`src/rtl/accum_drain.sv`:
```
// Drains a range of accumulator rows into a 4-deep valid/ready output FIFO, with an optional clear at the end.
// Optional build macro: ACCUM_DRAIN_RELU_EN zeroes negative lanes as rows enter the FIFO.
module accum_drain #(
  parameter  int DATA_WIDTH     = 16,
  parameter  int MAX_OUT_ROWS   = 128,
  parameter  int MAX_OUT_COLS   = 128,
  parameter  int SYS_ARR_COLS   = 16,
  localparam int NUM_ACCUM_ROWS = MAX_OUT_ROWS * (MAX_OUT_COLS / SYS_ARR_COLS),
  localparam int AW             = $clog2(NUM_ACCUM_ROWS),
  localparam int RW             = SYS_ARR_COLS * DATA_WIDTH
) (
  input  logic          clock,
  input  logic          reset,
  input  logic          start,
  input  logic [AW-1:0] base_addr,
  input  logic [AW:0]   num_rows,
  input  logic          clear_after,
  output logic          busy,
  output logic          done,
  output logic          accum_rd_en,
  output logic [AW-1:0] accum_rd_addr,
  input  logic [RW-1:0] accum_rd_data,
  output logic          accum_clear,
  output logic          out_valid,
  input  logic          out_ready,
  output logic [RW-1:0] out_data,
  output logic          out_last
);

  localparam logic [2:0] ST_IDLE  = 3'd0;
  localparam logic [2:0] ST_READ  = 3'd1;
  localparam logic [2:0] ST_FLUSH = 3'd2;
  localparam logic [2:0] ST_CLEAR = 3'd3;
  localparam logic [2:0] ST_DONE  = 3'd4;

  localparam logic [AW:0]   MAX_ROWS  = (AW+1)'(NUM_ACCUM_ROWS);
  localparam logic [AW-1:0] LAST_ADDR = AW'(NUM_ACCUM_ROWS - 1);

  logic [2:0]    state;
  logic [AW-1:0] rd_addr;
  logic [AW:0]   issue_left;
  logic [AW:0]   start_rows;
  logic          clear_flag;
  logic          pending;
  logic          pending_last;
  logic          rd_fire;
  logic          push;
  logic          pop;
  logic [3:0]    in_flight;
  logic [RW-1:0] push_data;

  logic [RW-1:0] fifo_data [4];
  logic [3:0]    fifo_last;
  logic [1:0]    wr_ptr;
  logic [1:0]    rd_ptr;
  logic [2:0]    fifo_count;

  always_comb begin
    start_rows = (num_rows > MAX_ROWS) ? MAX_ROWS : num_rows;
  end

  // A read is only issued when the FIFO is guaranteed a free slot for its returning data.
  always_comb begin
    in_flight = {1'b0, fifo_count} + {3'b000, pending};
    rd_fire   = (state == ST_READ) && (in_flight < 4'd4);
    push      = pending;
    pop       = out_valid && out_ready;
  end

  always_comb begin
    push_data = accum_rd_data;
`ifdef ACCUM_DRAIN_RELU_EN
    for (int j = 0; j < SYS_ARR_COLS; j++) begin
      if (accum_rd_data[j*DATA_WIDTH + DATA_WIDTH - 1]) begin
        push_data[j*DATA_WIDTH +: DATA_WIDTH] = '0;
      end
    end
`endif
  end

  always_ff @(posedge clock) begin
    if (reset) begin
      state        <= ST_IDLE;
      rd_addr      <= '0;
      issue_left   <= '0;
      clear_flag   <= 1'b0;
      pending      <= 1'b0;
      pending_last <= 1'b0;
    end else begin
      pending      <= rd_fire;
      pending_last <= rd_fire && (issue_left == (AW+1)'(1));
      case (state)
        ST_IDLE: begin
          if (start) begin
            rd_addr    <= base_addr;
            issue_left <= start_rows;
            clear_flag <= clear_after;
            if (start_rows != '0)  state <= ST_READ;
            else if (clear_after)  state <= ST_CLEAR;
            else                   state <= ST_DONE;
          end
        end
        ST_READ: begin
          if (rd_fire) begin
            rd_addr    <= (rd_addr == LAST_ADDR) ? '0 : rd_addr + AW'(1);
            issue_left <= issue_left - (AW+1)'(1);
            if (issue_left == (AW+1)'(1)) state <= ST_FLUSH;
          end
        end
        ST_FLUSH: begin
          if (pop && out_last) state <= clear_flag ? ST_CLEAR : ST_DONE;
        end
        ST_CLEAR: state <= ST_DONE;
        ST_DONE:  state <= ST_IDLE;
        default:  state <= ST_IDLE;
      endcase
    end
  end

  // Row storage needs no reset; validity is tracked entirely by fifo_count.
  always_ff @(posedge clock) begin
    if (push) fifo_data[wr_ptr] <= push_data;
  end

  always_ff @(posedge clock) begin
    if (reset) begin
      wr_ptr     <= '0;
      rd_ptr     <= '0;
      fifo_count <= '0;
      fifo_last  <= '0;
    end else begin
      if (push) begin
        fifo_last[wr_ptr] <= pending_last;
        wr_ptr            <= wr_ptr + 2'd1;
      end
      if (pop) rd_ptr <= rd_ptr + 2'd1;
      case ({push, pop})
        2'b10:   fifo_count <= fifo_count + 3'd1;
        2'b01:   fifo_count <= fifo_count - 3'd1;
        default: fifo_count <= fifo_count;
      endcase
    end
  end

  always_comb begin
    busy          = (state != ST_IDLE);
    done          = (state == ST_DONE);
    accum_clear   = (state == ST_CLEAR);
    accum_rd_en   = rd_fire;
    accum_rd_addr = rd_addr;
    out_valid     = (fifo_count != 3'd0);
    out_data      = out_valid ? fifo_data[rd_ptr] : '0;
    out_last      = out_valid && fifo_last[rd_ptr];
  end

endmodule
```
`config.mk`:
```
export PLATFORM = sky130hd
export DESIGN_NAME = accum_drain
export DESIGN_NICKNAME = d
export VERILOG_FILES = /design/src/rtl/accum_drain.sv
export SDC_FILE = /design/constraint.sdc
export NUM_CORES = 1
export LEC_CHECK = 0
export BUFFER_PORTS_ARGS = -buffer_cell sky130_fd_sc_hd__clkbuf_2
export CORE_AREA = 4 4 289 291
export DETAILED_ROUTE_END_ITERATION = 10
export DIE_AREA = 0 0 293 295
export PLACE_DENSITY_LB_ADDON = 0.3
export SETUP_SLACK_MARGIN = 0.5
export SYNTH_ARGS = -nofsm -noshare
export SYNTH_HDL_FRONTEND = slang
export SYNTH_SLANG_ARGS = --single-unit
```
`constraint.sdc`:
```
create_clock -name clock -period 10 [get_ports clock]
set_clock_uncertainty 0.1 [all_clocks]
set_input_delay 3 -clock clock [delete_from_list [all_inputs] [get_ports clock]]
set_output_delay 3 -clock clock [all_outputs]
set_load 0.005 [all_outputs]
```
* Yosys cells after proc, flatten, opt, wreduce, memory -nomap -nowiden
Memories as Yosys holds them, arrays and structs flattened. A register that Yosys moved wholly into a read port is not among the register bits.
Cells that the tools add are included.
** Cells by class
- Multiply operators :: 0
- Shift operators :: 0
- Magnitude comparators :: 5
- Div/mod/pow operators :: 0
- Equal/unequal tests :: 12
- Reduce and logical (&&, ||, !) cells :: 15
- Bitwise operators :: 0
- $add $sub $neg :: 7
- Muxes and demuxes :: 27
** Operators by type and width (count)
- $mux W256 :: 1
- $mux W11 :: 3
- $mux W10 :: 3
- $pmux W11 S2 :: 1
- $mux W3 :: 7
- $pmux W10 S2 :: 1
- $pmux W3 S4 :: 1
- $eq A11 B1 Y1 const B :: 1
- $gt A11 B11 Y1 const B :: 1
- $reduce_bool A11 Y1 :: 1
- $sub A11 B1 Y11 const B :: 1
- $add A10 B1 Y10 const B :: 1
- $eq A10 B10 Y1 const B :: 1
- $eq A3 B2 Y1 const B :: 2
- $logic_and A1 B1 Y1 :: 6
- $lt A2 B3 Y1 const B :: 2
- $ne A2 B2 Y1 const B :: 3
- $pmux W3 S2 :: 1
- $reduce_bool A3 Y1 :: 2
- $add A2 B1 Y2 const B :: 2
- $add A3 B1 Y4 :: 1
- $bwmux W4 :: 1
- $lt A4 B3 Y1 const B :: 1
- $mux W1 :: 4
- 16 further kinds :: 18
** Word-level totals
- Memories :: 1
- Memory bits (read-only) :: 0
- Logic and storage cells :: 77
- Memory bits (writable) :: 1024
- Input port bits :: 282
- Output and inout port bits :: 272
- Latch bits :: 0
- Flip-flop bits (word level) :: 38
** Memory list
- fifo_data :: depth 4, width 256, read ports 1, clocked after memory_dff 1, write ports 1, RTL line 52 : logic [RW-1:0] fifo_data [4];

* Logic depth before layout (Yosys ltp)
- Depth in word-level cells :: 6
- Depth in mapped cells :: 9
- Mapped depth without buffers :: 8

* Worst setup path after synthesis
No wires, ideal clock.
- Kind :: register to register
- From :: register wr_ptr[0]
- To :: register fifo_last[3]
- Buffers on the path :: 0
- Path slack :: 2.813 ns
- Library setup time :: 0.136 ns
- Required time :: 9.764 ns
- Clock period less this slack :: 7.187 ns
- Arrival time :: 6.951 ns
- Cell stages (with the launch flop) :: 5
- Cells stage by stage :: dfxtp_1 > ha_1 > and2_1 > mux2i_1 > nor2_1
** Between the ends
- Longest elaborated chain between the ends :: 5
- Elaborated cells on any way between the ends :: 6
- Classes of those cells :: order compare: 2; mux: 3; reduce/logical: 1
** Ends and longest elaborated chain
- start: declaration :: RTL line 54 : logic [1:0] wr_ptr;
- start signal: assignment :: RTL line 134 : wr_ptr <= wr_ptr + 2'd1;
- $lt A2 B3 Y1 (implied by the code) / $ge A2 B1 Y1 (equally long branches) :: RTL line 133 : fifo_last[wr_ptr] <= pending_last;
- $logic_and A1 B1 Y1 (implied by the code) :: RTL line 133
- $mux W1 (implied by the code) :: RTL line 133
- $demux W1 S2 * :: RTL line 133
- $bwmux W4 * :: RTL line 133
- end signal: indexed assignment :: RTL line 133
- end: declaration :: RTL line 53 : logic [3:0] fifo_last;
Mark *: on every way between the ends. The rest lies on a longest branch, timed or not.
A chain may end at the register's enable or synchronous reset.

==> results.py <==
metrics = {
    "run_status": {
        "status": "finished clean",
    },
    "drt": {
        "drt.antenna.violating_nets": 0,
        "wl_met1_microns": 33410,
        "drc": 0,
        "wl_per_cell_microns": 24.35,
        "via_per_inst": 5.618,
        "vias": 20430,
        "route.met3.wl_microns": 6817,
        "wl_met2_microns": 45760,
        "top_layer": "met5",
        "drtPass1Iterations": 6,
        "drtIter0Drc": 1605,
        "finalWirelength_microns": 88540,
    },
    "sta": {
        "setup_viol": 0,
        "slew_viol_final": 0,
        "relSlewSlack_pct": 15.55,
        "max_freq_mhz": 147.0,
        "hold_violations": 0,
        "post-route-min-period_ps": 6802,
        "setup_tns_ps": 0,
        "finalCritPeriodShare_pct": 68.02,
        "worst-slew-pin-transition_ps": 1267,
        "rsz0062_at_grt": "no",
    },
    "setup_path": {
        "cp.required_ps": 6900,
        "worstPathCellList": "buf_12, buf_4, mux4_2, and2_1, clkbuf_2",
        "startpoint_type": "flop",
        "path_buf_inv": 3,
        "crit_arrival_ps": 3700,
        "cp_max_fo": 105,
        "crit_path_end_kind": "output port",
        "crit_path_top_delay_cell": "dfxtp_4",
        "criticalPathCategory": "reg -> out",
        "max_stage_delay_ps": 700,
        "cp_top_family": "buffers and inverters",
    },
    "yosys": {
        "syn_nets": 2198,
        "ys_ff_latch": 1064,
        "synth-edff-count": 1024,
        "synth.area.top_cells": "edfxtp_1 75%, mux4_2 14%, and2_1 4.1%",
        "avgSynthCellArea_sq_um": 21.45,
        "synth_ff_type": "edfxtp_1",
        "synth_area_leader_cell": "edfxtp_1",
        "postSynthCellCount": 1907,
        "async_flop_share_pct": 0,
        "syn_area_sq_um": 40900,
        "synth.top_cell.area_share_pct": 75.19,
        "netlist-cell-type-count": 68,
        "yosysWarnings": 0,
        "ys_seq_area_share_pct": 77.15,
    },
    "place": {
        "hpwl_microns": 54250,
        "placed_area_sq_um": 44790,
        "numPortBuffers": 553,
        "place_inst": 3438,
        "gp_congestion": 0.8309,
    },
    "floorplanning": {
        "die_x_microns": 293,
        "core_sq_um": 80550,
        "die_area_sq_um": 86440,
        "io_pins": 554,
        "start_util_pct": 50.77,
        "rows": 104,
        "fp.dieH_microns": 295,
    },
    "run": {
        "maxCapViolations": 0,
    },
    "pwr": {
        "clockPowerShare_pct": 31.4,
        "power_density_nw_per_um2": 251.1,
        "p_comb_share_pct": 24.0,
        "switching_share_pct": 27.54,
        "p_int_w": 0.008764,
        "seqPwrFrac_pct": 44.6,
        "p_total_w": 0.01210,
        "vdd_drop_max_v": 0.0002500,
        "p_leak_nw": 16.30,
        "switchingPower_w": 0.003332,
    },
    "layout": {
        "nets": 2776,
        "drive_above_1_share_pct": 38.79,
        "stdcell_area_sq_um": 48180,
        "layout_common_cells": "1024 x edfxtp_1, 553 x clkbuf_2, 261 x and2_1",
        "syn2layout_area_growth_pct": 17.81,
        "final_cells": 3636,
        "final_common_cell": "edfxtp_1",
        "final.fill_count": 5795,
    },
    "global_route": {
        "grtUsageTotal_pct": 20.21,
        "grt_pass1_vias": 21460,
        "grt_start_max_net_pins": 145,
        "grt_first_pass_wirelength_microns": 133200,
        "antenna_found_initial": 18,
        "gr-total-overflow": 0,
    },
    "worst_hold_path": {
        "hp-class": "reg -> reg",
    },
    "cts": {
        "cts-root-buf": "clkbuf_16",
        "clock_path_buffers": 3,
        "path_clk_slew_ps": 60,
        "post-cts-setup-buffer-count": 0,
        "cts_tree": "done",
        "cts_resized": 0,
        "clk_latency_ps": 660,
        "ctsHtreeMaxLevel": 3,
        "numClockSinks": 1064,
        "postCtsHoldBufs": 0,
        "cts_buffers": 105,
    },
}
==> power by group through the flow <==
stage / registers (W) / logic [W] / clock network [W]
after floorplan: 0.00549 / 0.00181 / 0
after global placement: 0.00546 / 0.00292 / 0
after detailed placement: 0.00549 / 0.00295 / 0
after CTS: 0.00540 / 0.00296 / 0.00389
after global routing: 0.00542 / 0.00316 / 0.00409
final: 0.00540 / 0.00290 / 0.00380
==> area by class of cell <==
type	count	area, sq um	share of cell area [%]
Sequential cell	1064	31560	65.50
Multi-Input combinational cell	725	8852	18.37
Timing Repair Buffer	573	2993	6.212
Clock buffer	127	2751	5.711
Tap cell	1060	1326	2.753
Clock inverter	60	610.6	1.267
Inverter	16	60.06	0.1247
Antenna cell	11	27.53	0.05713
==> layer usage <==
metal,track usage [%],vias up
met1,26.34,10560
met5,0,-
li1,-,8962
met4,6.557,14
met3,5.086,161
met2,33.84,733
==> sequential cells by signal (all words and copies together) (netlist names), 2 cells and up, named ones only <==
name / cells
fifo_last: 4
wr_ptr: 2
state: 3
rd_ptr: 2
fifo_data: 1024
fifo_count: 3
accum_rd_addr: 10
issue_left: 11
==> through the flow <==
step	setup slack [ps]	util (%)	hold WS (ps)
after detailed placement	3793	55.61	372.3
after CTS	3090	59.78	382.4
after global routing	2873	59.80	402.0
final	3198	59.81	377.9
after floorplan	2813	-	345.1
after global placement	3820	55.61	354.4
==> synthesized netlist by cell type, types with 3 or more instances <==
cell	count
edfxtp_1	1024
and2_1	265
mux4_2	257
clkbuf_1	49
dfxtp_1	40
buf_2	32
nor2_1	25
nand2_1	18
nand3_1	17
a21oi_1	16
buf_1	16
inv_1	15
o21ai_0	9
ha_1	8
nor4_1	8
a32o_1	7
nand4_1	7
nor3_1	7
or3_1	6
a31oi_1	5
and3_1	4
nand2b_1	4
nor2b_1	4
a32oi_1	3
buf_4	3
mux2i_1	3
o21ai_1	3
xor2_1	3
==> worst reg2reg max path, cell delays in order (launching register included) <==
cell     delay [ps]
dfxtp_1         550
and2_4          790
buf_4           930
buf_4           750
==> logic make-up (layout without fill, tap and decap cells) <==
kind of cell	count (synthesis)	in the layout	synth area share, %
buffers and inverters	118	776	1.245
XOR/XNOR	5	5	0.1071
AO/OA/AOI/OAI	75	75	1.386
AND/OR/NAND/NOR	376	376	5.596
other	0	11	0
multiplexers	260	260	14.23
flip-flops	1064	1064	77.15
adder cells (fa/ha/maj)	9	9	0.2937
==> final timing paths <==
check / start / to / slack [ps] / cells past startpoint
worst min-delay path: fifo_last[0] / fifo_last[0] / 380 / 2
worst max-delay path: flop / out_data[223] / 3200 / 5
worst min register to register: fifo_last[0] / fifo_last[0] / 380 / 2
worst max register to register: pending / fifo_data[0][151] / 6440 / 3
Note: power is estimated with default switching activity, not from simulation.
